[src/rtl/ppg_pkg.sv]
// Shared definitions for the PPG analog front-end emulator.
// - Channel encoding for the LED select and the emulator FSM states.
// - ADC code limits and mid-scale.
// - Widths shared with the settings controller (LED_DRIVE, DC_Comp, PGA_Gain).
// - Internal datapath widths for the pulse shape and the arithmetic stages.
package ppg_pkg;

  typedef enum logic [1:0] {
    CH_NONE = 2'd0,
    CH_RED  = 2'd1,
    CH_IR   = 2'd2
  } ch_e;

  typedef enum logic [1:0] {
    ST_DARK   = 2'd0,
    ST_SETTLE = 2'd1,
    ST_ACTIVE = 2'd2
  } st_e;

  localparam int ADC_W   = 8;
  localparam int ADC_MID = 128;
  localparam int ADC_MIN = 0;
  localparam int ADC_MAX = 255;

  localparam int DRIVE_W = 4;
  localparam int COMP_W  = 7;
  localparam int PGA_W   = 4;
  localparam int T_W     = 6;
  localparam int DIFF_W  = 12;
  localparam int AMP_W   = 17;

  // A conflicting select (both LEDs on) is treated as no light at all.
  function automatic ch_e decode_sel(input logic red, input logic ir);
    case ({red, ir})
      2'b10:   return CH_RED;
      2'b01:   return CH_IR;
      default: return CH_NONE;
    endcase
  endfunction

endpackage

[src/rtl/ppg_afe_emulator_pulse.sv]
// Free-running synthetic pulse shape generator.
// Ports:
//   CLK, rst_n : clock, async active-low reset
//   t          : 6-bit pulse shape, ramps 0->63 (RISE_DIV cycles/step) then 63->0 (FALL_DIV cycles/step)
//   beat       : one-cycle strobe in the cycle t becomes 63
module ppg_pulse_gen
  import ppg_pkg::*;
#(
  parameter int unsigned RISE_DIV = 5,
  parameter int unsigned FALL_DIV = 10
) (
  input  logic           CLK,
  input  logic           rst_n,
  output logic [T_W-1:0] t,
  output logic           beat
);

  localparam int unsigned DIV_MAX = (RISE_DIV > FALL_DIV) ? RISE_DIV : FALL_DIV;
  localparam int PRE_W = (DIV_MAX > 1) ? $clog2(DIV_MAX) : 1;

  logic             rise;
  logic [PRE_W-1:0] pre;
  logic [PRE_W-1:0] pre_last;

  assign pre_last = rise ? PRE_W'(RISE_DIV - 1) : PRE_W'(FALL_DIV - 1);

  // Direction flips on the step that lands on an end point, so t never wraps
  // and the prescaler restarts cleanly for the new slope.
  always_ff @(posedge CLK or negedge rst_n) begin
    if (!rst_n) begin
      t    <= '0;
      rise <= 1'b1;
      pre  <= '0;
      beat <= 1'b0;
    end else begin
      beat <= 1'b0;
      if (pre == pre_last) begin
        pre <= '0;
        if (rise) begin
          t <= t + 1'b1;
          if (t == T_W'(62)) begin
            rise <= 1'b0;
            beat <= 1'b1;
          end
        end else begin
          t <= t - 1'b1;
          if (t == T_W'(1)) rise <= 1'b1;
        end
      end else begin
        pre <= pre + 1'b1;
      end
    end
  end

endmodule

[src/rtl/ppg_afe_emulator.sv]
// Closed-loop model of photodiode + DC compensation + PGA + ADC.
// Ports:
//   CLK, rst_n            : clock, async active-low reset
//   LED_RED, LED_IR       : LED enables from the settings controller
//   LED_DRIVE, DC_Comp,
//   PGA_Gain              : front-end settings from the controller
//   ADC                   : registered 8-bit converter code
//   beat                  : one-cycle strobe at the pulse peak
//   led_conflict          : sticky, set once both LEDs were seen on together
// Inputs registered at edge N reach ADC at edge N+3 (sample reg, stage 1, stage 2, ADC reg).
module ppg_afe_emulator
  import ppg_pkg::*;
#(
  parameter int unsigned RISE_DIV      = 5,
  parameter int unsigned FALL_DIV      = 10,
  parameter int unsigned DC_BASE_RED   = 200,
  parameter int unsigned DC_BASE_IR    = 240,
  parameter int unsigned AC_AMP_RED    = 16,
  parameter int unsigned AC_AMP_IR     = 24,
  parameter int unsigned COMP_SCALE    = 2,
  parameter int unsigned SETTLE_CYCLES = 3,
  parameter int unsigned DARK_CODE     = 0
) (
  input  logic               CLK,
  input  logic               rst_n,
  input  logic               LED_RED,
  input  logic               LED_IR,
  input  logic [DRIVE_W-1:0] LED_DRIVE,
  input  logic [COMP_W-1:0]  DC_Comp,
  input  logic [PGA_W-1:0]   PGA_Gain,
  output logic [ADC_W-1:0]   ADC,
  output logic               beat,
  output logic               led_conflict
);

  localparam int CNT_W = (SETTLE_CYCLES > 1) ? $clog2(SETTLE_CYCLES) : 1;

  typedef struct packed {
    logic                     act;
    logic [PGA_W-1:0]         gain;
    logic signed [DIFF_W-1:0] diff;
  } s1_t;

  typedef struct packed {
    logic                    act;
    logic signed [AMP_W-1:0] amp;
  } s2_t;

  logic [T_W-1:0] t;

  ppg_pulse_gen #(.RISE_DIV(RISE_DIV), .FALL_DIV(FALL_DIV)) u_pulse (
    .CLK  (CLK),
    .rst_n(rst_n),
    .t    (t),
    .beat (beat)
  );

  // ---------------- input sample ----------------
  ch_e                s_ch;
  logic [DRIVE_W-1:0] s_drive;
  logic [COMP_W-1:0]  s_comp;
  logic [PGA_W-1:0]   s_gain;

  always_ff @(posedge CLK or negedge rst_n) begin
    if (!rst_n) begin
      s_ch         <= CH_NONE;
      s_drive      <= '0;
      s_comp       <= '0;
      s_gain       <= '0;
      led_conflict <= 1'b0;
    end else begin
      s_ch         <= decode_sel(LED_RED, LED_IR);
      s_drive      <= LED_DRIVE;
      s_comp       <= DC_Comp;
      s_gain       <= PGA_Gain;
      led_conflict <= led_conflict | (LED_RED & LED_IR);
    end
  end

  // ---------------- channel FSM ----------------
  // cur_ch remembers which channel is settling/active so a switch RED<->IR
  // (or a change mid-settle) restarts the settle count.
  st_e              state, state_n;
  ch_e              cur_ch, cur_ch_n;
  logic [CNT_W-1:0] cnt, cnt_n;

  always_ff @(posedge CLK or negedge rst_n) begin
    if (!rst_n) begin
      state  <= ST_DARK;
      cur_ch <= CH_NONE;
      cnt    <= '0;
    end else begin
      state  <= state_n;
      cur_ch <= cur_ch_n;
      cnt    <= cnt_n;
    end
  end

  always_comb begin
    state_n  = state;
    cur_ch_n = cur_ch;
    cnt_n    = cnt;
    unique case (state)
      ST_DARK: begin
        if (s_ch != CH_NONE) begin
          state_n  = ST_SETTLE;
          cur_ch_n = s_ch;
          cnt_n    = '0;
        end
      end
      ST_SETTLE: begin
        if (s_ch == CH_NONE) begin
          state_n = ST_DARK;
        end else if (s_ch != cur_ch) begin
          cur_ch_n = s_ch;
          cnt_n    = '0;
        end else if (cnt == CNT_W'(SETTLE_CYCLES - 1)) begin
          state_n = ST_ACTIVE;
        end else begin
          cnt_n = cnt + 1'b1;
        end
      end
      ST_ACTIVE: begin
        if (s_ch == CH_NONE) begin
          state_n = ST_DARK;
        end else if (s_ch != cur_ch) begin
          state_n  = ST_SETTLE;
          cur_ch_n = s_ch;
          cnt_n    = '0;
        end
      end
      default: state_n = ST_DARK;
    endcase
  end

  // ---------------- stage 1: photocurrent minus compensation ----------------
  // The active flag follows the FSM decision for this same sample, so the
  // very sample that leaves ACTIVE is already dark.
  logic [9:0]               dc_base, ac_amp, ac, photo;
  logic [DIFF_W-1:0]        comp_sub;
  logic signed [DIFF_W-1:0] diff;

  always_comb begin
    dc_base  = (s_ch == CH_IR) ? 10'(DC_BASE_IR) : 10'(DC_BASE_RED);
    ac_amp   = (s_ch == CH_IR) ? 10'(AC_AMP_IR)  : 10'(AC_AMP_RED);
    ac       = 10'((16'(ac_amp) * 16'(t)) >> 6);
    photo    = 10'(((16'(dc_base) + 16'(ac)) * 16'(s_drive)) >> 3);
    comp_sub = DIFF_W'(s_comp) * DIFF_W'(COMP_SCALE);
    diff     = $signed({2'b00, photo}) - $signed(comp_sub);
  end

  s1_t s1;
  always_ff @(posedge CLK or negedge rst_n) begin
    if (!rst_n) s1 <= '0;
    else        s1 <= '{act: (state_n == ST_ACTIVE), gain: s_gain, diff: diff};
  end

  // ---------------- stage 2: PGA ----------------
  logic [4:0]              gain_m;
  logic signed [AMP_W-1:0] amp;

  always_comb begin
    gain_m = {1'b0, s1.gain} + 5'd1;
    amp    = $signed(AMP_W'($signed(s1.diff))) * $signed(AMP_W'(gain_m));
  end

  s2_t s2;
  always_ff @(posedge CLK or negedge rst_n) begin
    if (!rst_n) s2 <= '0;
    else        s2 <= '{act: s1.act, amp: amp};
  end

  // ---------------- ADC: offset + saturate ----------------
  logic signed [AMP_W:0] sum;
  logic [ADC_W-1:0]      code;

  always_comb begin
    sum = (AMP_W+1)'($signed(s2.amp)) + $signed((AMP_W+1)'(ADC_MID));
    if (sum < $signed((AMP_W+1)'(ADC_MIN)))      code = ADC_W'(ADC_MIN);
    else if (sum > $signed((AMP_W+1)'(ADC_MAX))) code = ADC_W'(ADC_MAX);
    else                                         code = sum[ADC_W-1:0];
  end

  always_ff @(posedge CLK or negedge rst_n) begin
    if (!rst_n) ADC <= ADC_W'(DARK_CODE);
    else        ADC <= s2.act ? code : ADC_W'(DARK_CODE);
  end

endmodule

[config.mk]
export PLATFORM = sky130hd
export DESIGN_NAME = ppg_afe_emulator
export DESIGN_NICKNAME = d
export VERILOG_FILES = /design/src/rtl/ppg_pkg.sv /design/src/rtl/ppg_afe_emulator_pulse.sv /design/src/rtl/ppg_afe_emulator.sv
export SDC_FILE = /design/constraint.sdc
export NUM_CORES = 1
export LEC_CHECK = 0
export ABC_AREA = 0
export CORE_ASPECT_RATIO = 0.5
export CORE_MARGIN = 2
export CORE_UTILIZATION = 55
export CTS_CLUSTER_DIAMETER = 200
export DETAILED_ROUTE_END_ITERATION = 10
export PLACE_DENSITY = 0.73
export SLEW_MARGIN = 5
export SYNTH_ARGS = -nofsm -noshare
export SYNTH_HDL_FRONTEND = slang
export SYNTH_SLANG_ARGS = --single-unit
[constraint.sdc]
create_clock -name CLK -period 12.82 [get_ports CLK]
set_input_delay 1.282 -clock CLK [delete_from_list [all_inputs] [get_ports CLK]]
set_output_delay 1.282 -clock CLK [all_outputs]
set_load 0.01 [all_outputs]
[Word level (Yosys, flattened, before mapping)]
Cells that the tools add are included.
Word-level totals
  bits in registers: 78
  bits in latches: 0
  memory bits (writable): 0
  ROM bits: 0
  input bits: 19
  memories kept: 0
Operators by class
  add/sub/neg operators: 8
  multiply operators: 3
  divide/modulo/power cells: 0
  $lt $le $gt $ge: 2
  eq/ne operators: 18
  shift-type cells: 0
  mux-type cells: 33
  bitwise gates (word level): 2
  reduce and logical (&&, ||, !) cells: 8
Operators by type and width (number)
  $mux W2: 15
  $mux W8: 3
  $add A17 B9 Y18 const B: 1
  $gt A18 B9 Y1 const B: 1
  $lt A18 B1 Y1 const B: 1
  $mul A11 B6 Y17: 1
  $mul A9 B4 Y13: 1
  $mux W4: 3
  $mux W6: 2
  $pmux W2 S3: 2
  $mul A5 B6 Y11: 1
  $sub A10 B8 Y11: 1
  $eq A2 B2 Y1 const B: 5
  $ne A2 B2 Y1 const B: 5
  $add A8 B5 Y9: 1
  $pmux W2 S2: 2
  $add A6 B1 Y6 const B: 1
  $eq A6 B1 Y1 const B: 1
  $eq A6 B6 Y1 const B: 1
  $mux W1: 6
  $reduce_and A6 Y1: 1
  $sub A6 B1 Y6 const B: 1
  $add A4 B1 Y5 const B: 1
  $add A4 B1 Y4 const B: 1
  other kinds (13): 16

[Longest topological paths before layout]
  depth in word-level cells: 6
  depth in mapped cells: 31

[Modules after synthesis]
Synthesis repeated with hierarchy kept, for this count alone.
Second synthesis, totals
  cells, all modules: 639
  area total of the unflattened synthesis: 6498.7 um^2
Modules (own cells, without submodules)
  ppg_afe_emulator: times used 1, cells each 576, area an instance 5816.8 um^2, seq. area each 1651.6 um^2
  ppg_pulse_gen: times used 1, cells each 63, area an instance 681.9 um^2, seq. area each 301.5 um^2

[Worst setup path before layout]
No wires, ideal clock.
  kind: reg-to-reg
  start point: register s_ch[0]
  end point: register s1[9] in the netlist's numbering
  arrival: 6.417 ns
  path slack: 6.273 ns
  stages on the path, launching flop included: 30
  period minus slack after synthesis: 6.547 ns
  path through: dfrtp_1 nor2b_1 clkbuf_1 and2_1 ha_1 ha_1 ha_1 inv_1 fa_1 xnor2_1 ha_1 fa_1 xnor2_1 nor2b_1 fa_1 inv_1 fa_1 inv_1 ha_1 a21oi_1 nand2_1 a21oi_1 nand2_1 xor2_1 ha_1 or3_1 o21ai_0 a21oi_1 a31o_2 xnor2_1
On the way
  longest elaborated chain between the ends: 6
RTL lines
  start, declared: line ppg_afe_emulator.sv:59  | ch_e s_ch;
  start signal, assigned: line ppg_afe_emulator.sv:72  | s_ch <= decode_sel(LED_RED, LED_IR);
  $eq A2 B2 Y1 (*): line ppg_afe_emulator.sv:144, ppg_afe_emulator.sv:145
  $mux W4: line ppg_afe_emulator.sv:145  | ac_amp = (s_ch == CH_IR) ? 10'(AC_AMP_IR) : 10'(AC_AMP_RED);
  $mul A5 B6 Y11: line ppg_afe_emulator.sv:146  | ac = 10'((16'(ac_amp) * 16'(t)) >> 6);
  $add A8 B5 Y9 (*): line ppg_afe_emulator.sv:147  | photo = 10'(((16'(dc_base) + 16'(ac)) * 16'(s_drive)) >> 3);
  $mul A9 B4 Y13 (*): line ppg_afe_emulator.sv:147
  $sub A10 B8 Y11 (*): line ppg_afe_emulator.sv:149  | diff = $signed({2'b00, photo}) - $signed(comp_sub);
  net diff[9]: line ppg_afe_emulator.sv:141  | logic signed [DIFF_W-1:0] diff;
  end signal, assigned: line ppg_afe_emulator.sv:155  | else s1 <= '{act: (state_n == ST_ACTIVE), gain: s_gain, diff: diff};
  end, declared: line ppg_afe_emulator.sv:152  | s1_t s1;
Mark *: on every way through the listed nets, which the timed path passes. The rest lies on a longest branch.
A chain may end at the register's enable or synchronous reset.

[Worst setup path after layout]
Ends and elaborated chain as after synthesis.

==> run metrics <==
Sink Count=78; FF-to-FF setup slack=5.67 ns; max-cap viol count=0; H-tree depth=3; pin count of the biggest net entering global routing=79; core area=0.0117 mm^2; Ports=29; Initial Util=55.8%; main flop type after synthesis=dfrtp_1; EDFF count, synth=0; Num CTS Buffers=9; nature of the critical path endpoint=register; Yosys top cell area share=29.6%; Die Wd=158 um; grt total ovfl=0; CTS Hold Bufs=0; DR vias/cell=5.08; crit path DAT=7.37 ns; total power draw=1.91 mW; Netlist Area Pre-Place=0.00650 mm^2; Die Ht=80.9 um; Reg clk slew, reported paths=0.07 ns; Syn Inst Count=665; wire length per cell=13.3 um; first-pass GRT wire length=19,600 um; Final Wtd Congestion=0.855; Worst R2R Path Depth=28; DRT Wirelength=11,500 um; CTS tree=done; Critical Path Start Type=register; Min-Delay Path Class=register to register; Mean Syn Cell Area=9.78 um^2; ys async rst share=100%; post-placement setup slack=5.67 ns; post-route ant nets=0; CP most frequent cell=ha_1; Pins Over Slew Limit=0; transition time of the tightest slew-check pin=0.949 ns; worst setup path start=s_ch[0]; vias in the first global route=4,328; Residual DRC=0; share of cells above drive strength 1=3.58%; die footprint=0.0128 mm^2; PortBufs=28; fin crit period=7.15 ns; syn nets=816; CTS root buf=clkbuf_16; FILL cells=955; Req. time, crit path=13.04 ns; area grow syn2layout=11.5%; number of synthesis warnings=0; Worst Skew=0.00576 ns; outcome=finished clean; slowest CP cell=nor2b_1; worst setup path endpoint=s1[9]; Worst slew margin=36.7%; drt first-iter violations=233; Final Cycle Share=55.8%; Max clock buf depth=2; GRT Util Overall=19.8%; Skew-Pair Late Insertion Delay=0.34 ns; worst-path fanout max=9; initial antenna violation count=0; FF-to-FF End=s1[9]; LEAKAGE=3.57 nW; slowest stage delay, CP=0.58 ns; setup violators final=0; Core Rows=28; vias=4,382; Fmax=140 MHz; diodes inserted=0; drt first pass iters=4; final core occ=62.2%; post-CTS setup buffer count=0; RSZ-0062 raised after global routing=false; largest area contributor in the netlist=dfrtp_1; pwr dens=263 mW/mm^2; post_cts resized=0; fin nets=844; Setup WS post-layout=5.67 ns; flops & latches, synth=78; final-report hold violation count=0; sequential-to-total area share from yosys stat=30.0%; WS Path Type=register to register; Reg2Reg Launch Point=s_ch[0]; dpl hpwl=8800 um; top post-synthesis cells by area=dfrtp_1 30%, fa_1 16%, ha_1 15%; Peak supply drop=0.000108 V; synth unique cells=43; setup tns final=0 ns
## power breakdown
group	total (mW)	internal [mW]	switching, mW
Combinational	1.27	0.572	0.703
Sequential	0.370	0.324	0.0458
Clock	0.265	0.154	0.111
Total	1.91	1.05	0.860
## stage by stage
| step | instance area [um^2] | std cells | hold slack [ns] |
|---|---|---|---|
| after floorplan | 6500 | 665 | 0.331 |
| after global placement | 6950 | 847 | 0.332 |
| after detailed placement | 6950 | 847 | 0.337 |
| after CTS | 7250 | 863 | 0.345 |
| after global routing | 7250 | 863 | 0.355 |
| final | 7250 | 863 | 0.342 |
## area by class of cell
type                    count  area, um^2  area share (%)
clock inverters             7        80.1            1.10
multi-input cells         470        4110            56.7
well taps                 165         206            2.85
clock buffers               9         225            3.11
repair buffers             28         278            3.83
inverters                 106         398            5.49
flip-flops and latches     78        1950            26.9
## layout by cell type, fill, tap and decap left out, drive strengths merged, types with 2 or more instances in the layout
master / count
clkinv: 2
dfrtp: 77
clkbuf: 9
nand3: 13
nor4: 4
a211oi: 4
a21oi: 27
a31oi: 7
nand2: 37
xnor2: 30
and2: 40
nand2b: 18
clkdlybuf4s50: 27
o21ai: 18
fa: 52
nand4: 4
o21a: 12
xor2: 12
and3: 6
ha: 80
nor3: 14
inv: 109
or3: 5
nor2b: 30
a41oi: 2
a21o: 10
nor2: 30
## metal layers
| metal | global-route usage, % | part of all wire [%] | vias to the layer above |
|---|---|---|---|
| li1 | - | - | 2193 |
| met1 | 25.2 | 47 | 2105 |
| met2 | 33.7 | 47 | 65 |
| met3 | 4.75 | 3.5 | 19 |
| met4 | 6.45 | 1.7 | 0 |
| met5 | 0 | 0 | - |
## Yosys cell counts (2+ instances only)
library cell / instances
nand4_1: 4
nand2b_1: 18
o21a_1: 12
ha_1: 80
o21ai_0: 17
and3_1: 6
clkbuf_1: 8
nor4_1: 4
a21oi_1: 27
inv_1: 106
nor2b_1: 30
a211oi_1: 4
and2_1: 40
nor2_1: 30
a21o_1: 10
nand2_1: 37
dfrtp_1: 77
nor3_1: 14
a41oi_1: 2
fa_1: 52
nand3_1: 13
buf_1: 3
xnor2_1: 30
a31oi_1: 7
or3_1: 5
xor2_1: 12
## worst min path at each step
stage	slack, ns	end	from	cells after the start
finish	0.34	s2[17]	s1[16]	0
global placement	0.33	s1[13]	s_gain[1]	0
CTS	0.34	s2[17]	s1[16]	0
detailed placement	0.34	s2[17]	s1[16]	0
floorplan	0.33	s1[12]	s_gain[0]	0
global route	0.36	s2[17]	s1[16]	0
## critical path: cells and delay by family, from the launching register on
kind | cells | cell delay [ns]
XOR/XNOR | 4 | 0.71
AND/OR/NAND/NOR | 6 | 1.38
AO/OA/AOI/OAI | 7 | 1.13
adder cells (fa/ha/maj) | 9 | 3.28
flip-flops | 1 | 0.41
buffers and inverters | 2 | 0.09
## state kept, by name (all words and copies together), names as in the netlist
signal and flops:
cur_ch 2, s2 18, s_drive 4, cnt 2, u_pulse.rise 1, s_comp 7, s_ch 2, led_conflict 1
s_gain 4, s1 16, u_pulse.beat 1, ADC 8, state 2, u_pulse.pre 4, u_pulse.t 6
## kinds of logic (layout without fill, tap and decap cells)
kind of cell    Yosys count  count (layout)  synth area share (%)
compound gates           88              88                  8.89
xor+xnor                 42              42                  5.65
fa+ha+maj               132             132                  31.4
buf+inv                 117             150                  6.75
flops                    78              78                  30.0
mux                       2               2                 0.327
simple gates            206             206                  17.0
Note: power is estimated with default switching activity, not from simulation.
